## config.mk

```make
export PLATFORM = sky130hd
export DESIGN_NAME = scan_sel_gen_flat
export DESIGN_NICKNAME = d
export VERILOG_FILES = /design/src/rtl/scan_sel_gen_if.sv /design/src/rtl/scan_sel_gen.sv /design/src/flat_wrapper.sv
export SDC_FILE = /design/constraint.sdc
export NUM_CORES = 1
export LEC_CHECK = 0
export CAP_MARGIN = 10
export CELL_PAD_IN_SITES_DETAIL_PLACEMENT = 1
export CELL_PAD_IN_SITES_GLOBAL_PLACEMENT = 1
export CORE_ASPECT_RATIO = 0.7
export CORE_UTILIZATION = 46
export DETAILED_ROUTE_END_ITERATION = 16
export DONT_BUFFER_PORTS = 1
export HOLD_SLACK_MARGIN = 0.1
export PLACE_DENSITY_LB_ADDON = 0.2
export SETUP_SLACK_MARGIN = 0.02
export SYNTH_ARGS = -nofsm -noshare
export SYNTH_HDL_FRONTEND = slang
export SYNTH_SLANG_ARGS = --single-unit
```

## constraint.sdc

```tcl
create_clock -name clk -period 2.6 [get_ports clk]
set_clock_uncertainty 0.1 [all_clocks]
set_input_delay 0.26 -clock clk [delete_from_list [all_inputs] [get_ports clk]]
set_output_delay 0.26 -clock clk [all_outputs]
set_load 0.02 [all_outputs]
```

## src/rtl/scan_sel_gen_if.sv

```systemverilog
// Select/enable bundle between the scan sequencer and the 2-to-4 decoder side.
// The master drives run/step; the slave (scan_sel_gen) drives a/en/wrap.
interface scan_sel_gen_if;
  logic       run;
  logic       step;
  logic [1:0] a;
  logic       en;
  logic       wrap;

  modport master (
    output run,
    output step,
    input  a,
    input  en,
    input  wrap
  );

  modport slave (
    input  run,
    input  step,
    output a,
    output en,
    output wrap
  );
endinterface

```

## src/rtl/scan_sel_gen.sv

```systemverilog
// Scan select generator: steps a 2-bit decoder select 0..3 with a blanked enable,
// plus freeze (HOLD) and single-step. Blanking is built only with SCAN_SEL_GEN_BLANK_EN.
module scan_sel_gen #(
  parameter int unsigned PRESCALE = 50000,
  parameter int unsigned BLANK    = 4
) (
  input  logic          clk,
  input  logic          rst,
  scan_sel_gen_if.slave bus
);

  localparam int unsigned   CW       = (PRESCALE > 2) ? $clog2(PRESCALE) : 1;
  localparam logic [CW-1:0] CNT_ZERO = {CW{1'b0}};
  localparam logic [CW-1:0] CNT_ONE  = CW'(1'b1);
  localparam logic [CW-1:0] CNT_LAST = CW'(PRESCALE - 1);
  localparam logic [CW-1:0] BLANK_C  = CW'(BLANK);

  typedef enum logic [1:0] {
    IDLE = 2'd0,
    SCAN = 2'd1,
    HOLD = 2'd2
  } state_e;

  state_e        state_q, state_d;
  logic [CW-1:0] cnt_q,   cnt_d;
  logic [1:0]    a_q,     a_d;
  logic          en_q,    en_d;
  logic          wrap_q,  wrap_d;

  // Enable level for a SCAN cycle whose period count will be k.
  function automatic logic en_at(input logic [CW-1:0] k);
`ifdef SCAN_SEL_GEN_BLANK_EN
    return (k >= BLANK_C);
`else
    return 1'b1;
`endif
  endfunction

  // Next-state and next-output logic; outputs are computed one cycle ahead
  always_comb begin
    state_d = state_q;
    cnt_d   = cnt_q;
    a_d     = a_q;
    en_d    = en_q;
    wrap_d  = 1'b0;

    case (state_q)
      IDLE: begin
        cnt_d = CNT_ZERO;
        a_d   = 2'b00;
        if (bus.run) begin
          state_d = SCAN;
          en_d    = en_at(CNT_ZERO);
        end else begin
          state_d = IDLE;
          en_d    = 1'b0;
        end
      end

      SCAN: begin
        if (cnt_q == CNT_LAST) begin
          cnt_d = CNT_ZERO;
          if (bus.run) begin
            state_d = SCAN;
            a_d     = a_q + 2'd1;
            wrap_d  = (a_q == 2'd3);
            en_d    = en_at(CNT_ZERO);
          end else begin
            state_d = HOLD;
            en_d    = 1'b1;
          end
        end else begin
          state_d = SCAN;
          cnt_d   = cnt_q + CNT_ONE;
          en_d    = en_at(cnt_q + CNT_ONE);
        end
      end

      HOLD: begin
        cnt_d = CNT_ZERO;
        // run and step together still produce a single advance
        if (bus.run || bus.step) begin
          state_d = SCAN;
          a_d     = a_q + 2'd1;
          wrap_d  = (a_q == 2'd3);
          en_d    = en_at(CNT_ZERO);
        end else begin
          state_d = HOLD;
          en_d    = 1'b1;
        end
      end

      default: begin
        state_d = IDLE;
        cnt_d   = CNT_ZERO;
        a_d     = 2'b00;
        en_d    = 1'b0;
      end
    endcase
  end

  // State and output registers with synchronous reset
  always_ff @(posedge clk) begin
    if (rst) begin
      state_q <= IDLE;
      cnt_q   <= CNT_ZERO;
      a_q     <= 2'b00;
      en_q    <= 1'b0;
      wrap_q  <= 1'b0;
    end else begin
      state_q <= state_d;
      cnt_q   <= cnt_d;
      a_q     <= a_d;
      en_q    <= en_d;
      wrap_q  <= wrap_d;
    end
  end

  assign bus.a    = a_q;
  assign bus.en   = en_q;
  assign bus.wrap = wrap_q;

endmodule

```

## src/flat_wrapper.sv

```systemverilog
// flat-port wrapper written by rule: the top's interface ports become plain ports
module scan_sel_gen_flat 
#(
  parameter int unsigned PRESCALE = 50000,
  parameter int unsigned BLANK    = 4
)
  (clk, rst, bus_run, bus_step, bus_a, bus_en, bus_wrap);
  scan_sel_gen_if bus_i ();
  input  logic clk;
  input  logic rst;
  input wire logic [$bits(bus_i.run)-1:0] bus_run;
  input wire logic [$bits(bus_i.step)-1:0] bus_step;
  output wire logic [$bits(bus_i.a)-1:0] bus_a;
  output wire logic [$bits(bus_i.en)-1:0] bus_en;
  output wire logic [$bits(bus_i.wrap)-1:0] bus_wrap;
  assign bus_i.run = bus_run;
  assign bus_i.step = bus_step;
  assign bus_a = bus_i.a;
  assign bus_en = bus_i.en;
  assign bus_wrap = bus_i.wrap;
  scan_sel_gen #(.PRESCALE(PRESCALE), .BLANK(BLANK)) u_core (.clk(clk), .rst(rst), .bus(bus_i));
endmodule
```

Word level (Yosys, flattened, before mapping)
Cells that the tools add are included.
{"block": "op_classes", "reduce_logical": 5, "eq_ne": 7, "mux": 15, "add_sub_neg": 2, "bitwise": 1}
{"cell": "adder 16 x 1 -> 16 bit, second input constant", "count": 1}
{"cell": "equality test 16 bit, second input constant", "count": 1}
{"cell": "2-to-1 mux 2 bit", "count": 6}
{"cell": "case mux 2 bit (3 select lines)", "count": 1}
{"cell": "2-to-1 mux 1 bit", "count": 5}
{"cell": "equality test 2 bit, second input constant", "count": 2}
{"cell": "!= test 2 x 1 -> 1 bit, second input constant", "count": 2}
{"cell": "case mux 1 bit (2 select lines)", "count": 2}
{"cell": "case mux 2 bit (2 select lines)", "count": 1}
{"cell": "AND reduction 3 bit", "count": 1}
{"cell": "OR reduction 3 bit", "count": 1}
{"cell": "adder 2 x 1 -> 2 bit, second input constant", "count": 1}
{"cell": "equality test 2 x 1 -> 1 bit, second input constant", "count": 1}
{"cell": "logical NOT 2 bit", "count": 1}
{"cell": "!= test 2 bit, second input constant", "count": 1}
{"cell": "OR reduction 2 bit", "count": 1}
{"cell": "logical OR 1 bit", "count": 1}
{"cell": "inverter 1 bit", "count": 1}
{"block": "totals", "register_bits": 22, "inputBits": 4, "word_cells": 35, "output_inout_bits": 4}

Longest topological paths before layout
{"block": "logic_depth", "ltp_word": 4, "mapped_depth": 7, "depth_no_buf": 6}

Least setup slack after synthesis
OpenSTA, ideal clock, no wires.
{"block": "synth_timing", "path_kind": "reg2reg", "from": "register u_core.cnt_q[11]", "to": "register u_core.cnt_q[15]", "arrival_time_ns": 1.658, "synth_period_minus_slack_ns": 1.873, "stages_incl_launch_ff": 7, "required_ns": 2.385, "setup_time_ns": 0.115, "path_slack_ns": 0.727, "path_buffers": 2, "cell_sequence": "dfxtp_1 -> or4b_1 -> o41a_1 -> nand2b_1 -> buf_4 -> buf_6 -> nor2_1"}
{"block": "synth_via", "elab_chain_cells": 2, "elab_cells_between_ends": 3, "cone_classes": "1 x add/sub; 1 x eq/ne; 1 x reduce/logical"}
{"item": "from (decl)", "line_no": "scan_sel_gen.sv:25", "source": "logic [CW-1:0] cnt_q, cnt_d;"}
{"item": "from (signal assigned)", "line_no": "scan_sel_gen.sv:112", "source": "cnt_q <= cnt_d;"}
{"item": "parallel branches: the longest is 2 deep, another holds adder 16 x 1 -> 16 bit"}
Parallel ways; which one is timed is not known.
A chain may end at the register's enable or synchronous reset.

Worst setup path after layout
{"block": "layout_timing", "from": "register u_core.cnt_q[5]", "to": "register u_core.state_q[1]"}
{"block": "layout_via", "elab_chain_cells": 3}
{"item": "equality test 16 bit", "line_no": "scan_sel_gen.sv:61", "source": "if (cnt_q == CNT_LAST) begin"}
{"item": "2-to-1 mux 2 bit", "line_no": "scan_sel_gen.sv:61"}
{"item": "case mux 2 bit (3 select lines)", "line_no": "scan_sel_gen.sv:47", "source": "case (state_q)"}
{"item": "to (signal assigned)", "line_no": "scan_sel_gen.sv:111", "source": "state_q <= state_d;"}
{"item": "to (decl)", "line_no": "scan_sel_gen.sv:24", "source": "state_e state_q, state_d;"}
Every way passes these cells.

==> impl_metrics.yaml <==
status:
  status: "completed"
die:
  die-area_sq_um: 2520
  die_h_um: 42.30
  num_rows: 14
  initial_core_util_pct: 49.14
  fp.dieW_um: 59.57
  io_pins: 8
  core-area_sq_um: 2172
power_and_ir_drop:
  power_density_nw_per_um2: 483.2
  irDropWorstVdd_v: 0.0003651
  power.total_mw: 0.5708
  p_leak_nw: 0.3587
flow_run:
  max_cap_viol_count: 0
clocking:
  clockBufferDepth: 2
  cts.sinks: 22
  htreeDepth: 1
  root_buffer: "clkbuf_4"
  cts_tree: "built"
  clk_latency_ns: 0.31
  cts_buffers: 3
  clk_pin_slew_worst_paths_ns: 0.12
min_path:
  worstHoldEndpoint: "u_core.bus.wrap"
  holdCritStartpoint: "bus_run"
  hold_path_class: "input port to flip-flop"
  min_path_cells: 2
setup_path:
  end_kind: "flip-flop"
  crit_chain: "or4b_1 -> nor4_2 -> nand2_1 -> a2111oi_2 -> dlygate4sd3_1"
  critPathMaxFanout: 5
  arrival_ns: 2.56
  crit_path_max_incr_delay_ns: 0.59
  cp-start-kind: "flip-flop"
  ff2ff_path_depth: 5
  r2r_start: "u_core.cnt_q[5]"
  reg2reg_setup_slack_ns: 0.20
  slowest_stage: "dlygate4sd3_1"
  critPathKind: "flip-flop to flip-flop"
  crit_required_ns: 2.76
  r2r-end: "u_core.state_q[1]"
placement:
  place_congestion: 0.7355
  numPortBuffers: 0
  pre_cts_ws_ns: 0.4780
  placedCellCount: 151
  hpwl_mm: 1.860
cells_and_area:
  nets: 137
  nFillCells: 283
  layout-drive-gt1-share_pct: 7.143
  area.growth.synth_to_final_pct: 10.67
  multi_input_area_sq_um: 596.8
  regArea_sq_um: 440.4
  instances_no_fill: 158
  antenna_cells: 0
timing:
  tightest_slew_ns: 0.4329
  clock.fmax_mhz: 416.2
  maxSlewHeadroom_pct: 70.76
  slew_viol_final: 0
  fin_setup_tns_ns: 0
  setup_ws_ns: 0.1974
  grt_setup_unrepaired: "no"
  period_minus_slack_ns: 2.403
  setup_viol: 0
  final_hold_viol_count: 0
  fin_crit_sh_pct: 92.41
yosys:
  ys_seq_area_share_pct: 41.27
  yosysMostFrequentCell: "dfxtp_1"
  synth_area_sq_um: 1067
  synth_top_area_cell: "dfxtp_1"
  synth_ff_type: "dfxtp_1"
  synthArstFlopShare_pct: 0
  synth.area.top_cells: "dfxtp_1 (41%), xnor2_1 (9.8%), ha_1 (7.0%), nor2_1 (7.0%), nor3_1 (3.8%)"
  synth_top_area_share_pct: 41.27
  synth_common_cells: "dfxtp_1 (22), nor2_1 (20), xnor2_1 (12)"
  syn_avg_cell_area_sq_um: 8.969
  synth_edf_count: 0
  syn_nets: 129
  synthCells: 119
  synth_cell_types: 27
  synth_seq_cells: 22
  yosysWarnings: 0
global_routing:
  grt_pass1_wl_mm: 4.388
  grt_max_degree: 13
  overflow: 0
  grt_pass1_vias: 916
  grt_use_total_pct: 23.85
  antenna_found_initial: 0
drt:
  wl_mm: 2.510
  vias_per_cell: 5.582
  drc: 0
  wire_per_inst_um: 15.89
  final_antenna_net_count: 0
  via_count: 882
  drtPass1Iterations: 4
  dr.first_iter.drc_count: 22
cell type report:
| cell class | count | area share, % |
|---|---|---|
| clock buffer | 4 | 3.072 |
| inverter | 6 | 1.907 |
| multi-input combinational | 89 | 50.53 |
| sequential | 22 | 37.29 |
| tap | 32 | 3.390 |
| timing repair buffer | 5 | 3.814 |
layout by cell type (no fill, tap or decap), types with 3 or more instances in the layout:
cell           synthesis  layout
nor3_1                 8       8
nand2_1                4       4
nor2_1                20      20
nor4_1                 4       3
nand4_1                4       4
dlygate4sd3_1          0       3
inv_1                  6       6
xnor2_1               12      12
a21oi_1                6       6
dfxtp_1               22      22
ha_1                   6       6
clkbuf_4               0       3
nand3_1                6       5
how the worst max path moves through the flow:
stage | start | end | slack, ns
after floorplan | u_core.cnt_q[11] | u_core.cnt_q[15] | 0.73
after global placement | u_core.cnt_q[11] | u_core.cnt_q[15] | 0.53
after detailed placement | u_core.cnt_q[0] | u_core.cnt_q[14] | 0.48
after CTS | u_core.cnt_q[0] | u_core.state_q[1] | 0.08
after global routing | u_core.cnt_q[0] | u_core.state_q[1] | 0.02
final | u_core.cnt_q[5] | u_core.state_q[1] | 0.20
state kept, by name, indices dropped and copies added (netlist names):
signal and cells:
u_core.state_q 2, u_core.bus.wrap 1, u_core.bus.a 2, u_core.cnt_q 16
u_core.bus.en 1
kinds of logic (layout without fill, tap and decap cells):
kind of cell	count (synthesis)	in the layout	synth area share [%]
AO/OA/AOI/OAI	12	12	7.737
XOR/XNOR	14	14	11.49
adder cells (fa/ha/maj)	6	6	7.034
buffers and inverters	8	15	3.869
flip-flops	22	22	41.27
AND/OR/NAND/NOR	57	57	28.60
timing repair:
item,CTS,global route
hold endpoints to repair,6,0
endpoints found under the setup margin,0,1
hold buffers,3,0
buffers inserted,0,0
resized for setup,0,2
critical path: cells and delay by family, from the launching register on:
family,cells,cell delay [ns]
AOI/OAI and AO/OA,1,0.35
and+or+nand+nor,3,0.93
DFF,1,0.38
buffers and inverters,1,0.59
report_power, final:
part / total (mW) / switching [mW] / internal [mW]
clock network: 0.184 / 0.0985 / 0.0855
logic: 0.0367 / 0.0220 / 0.0147
registers: 0.350 / 0.00767 / 0.342
routing by layer:
| layer | vias to the layer above | wire length, um | track usage [%] |
|---|---|---|---|
| met5 | - | 0 | 0 |
| met4 | 0 | 35 | 6.512 |
| met3 | 4 | 79 | 6.481 |
| met2 | 18 | 1128 | 35.73 |
| met1 | 426 | 1267 | 33.66 |
| li1 | 434 | - | - |
through the flow:
step	cell area [sq um]	util [%]	hold WS [ns]
floorplan	1067	-	0.2289
global placement	1104	50.81	0.2319
detailed placement	1104	50.81	0.2347
CTS	1170	53.86	0.1107
global route	1181	54.38	0.1256
finish	1181	54.38	0.1178
(Power assumes the default switching activity.)
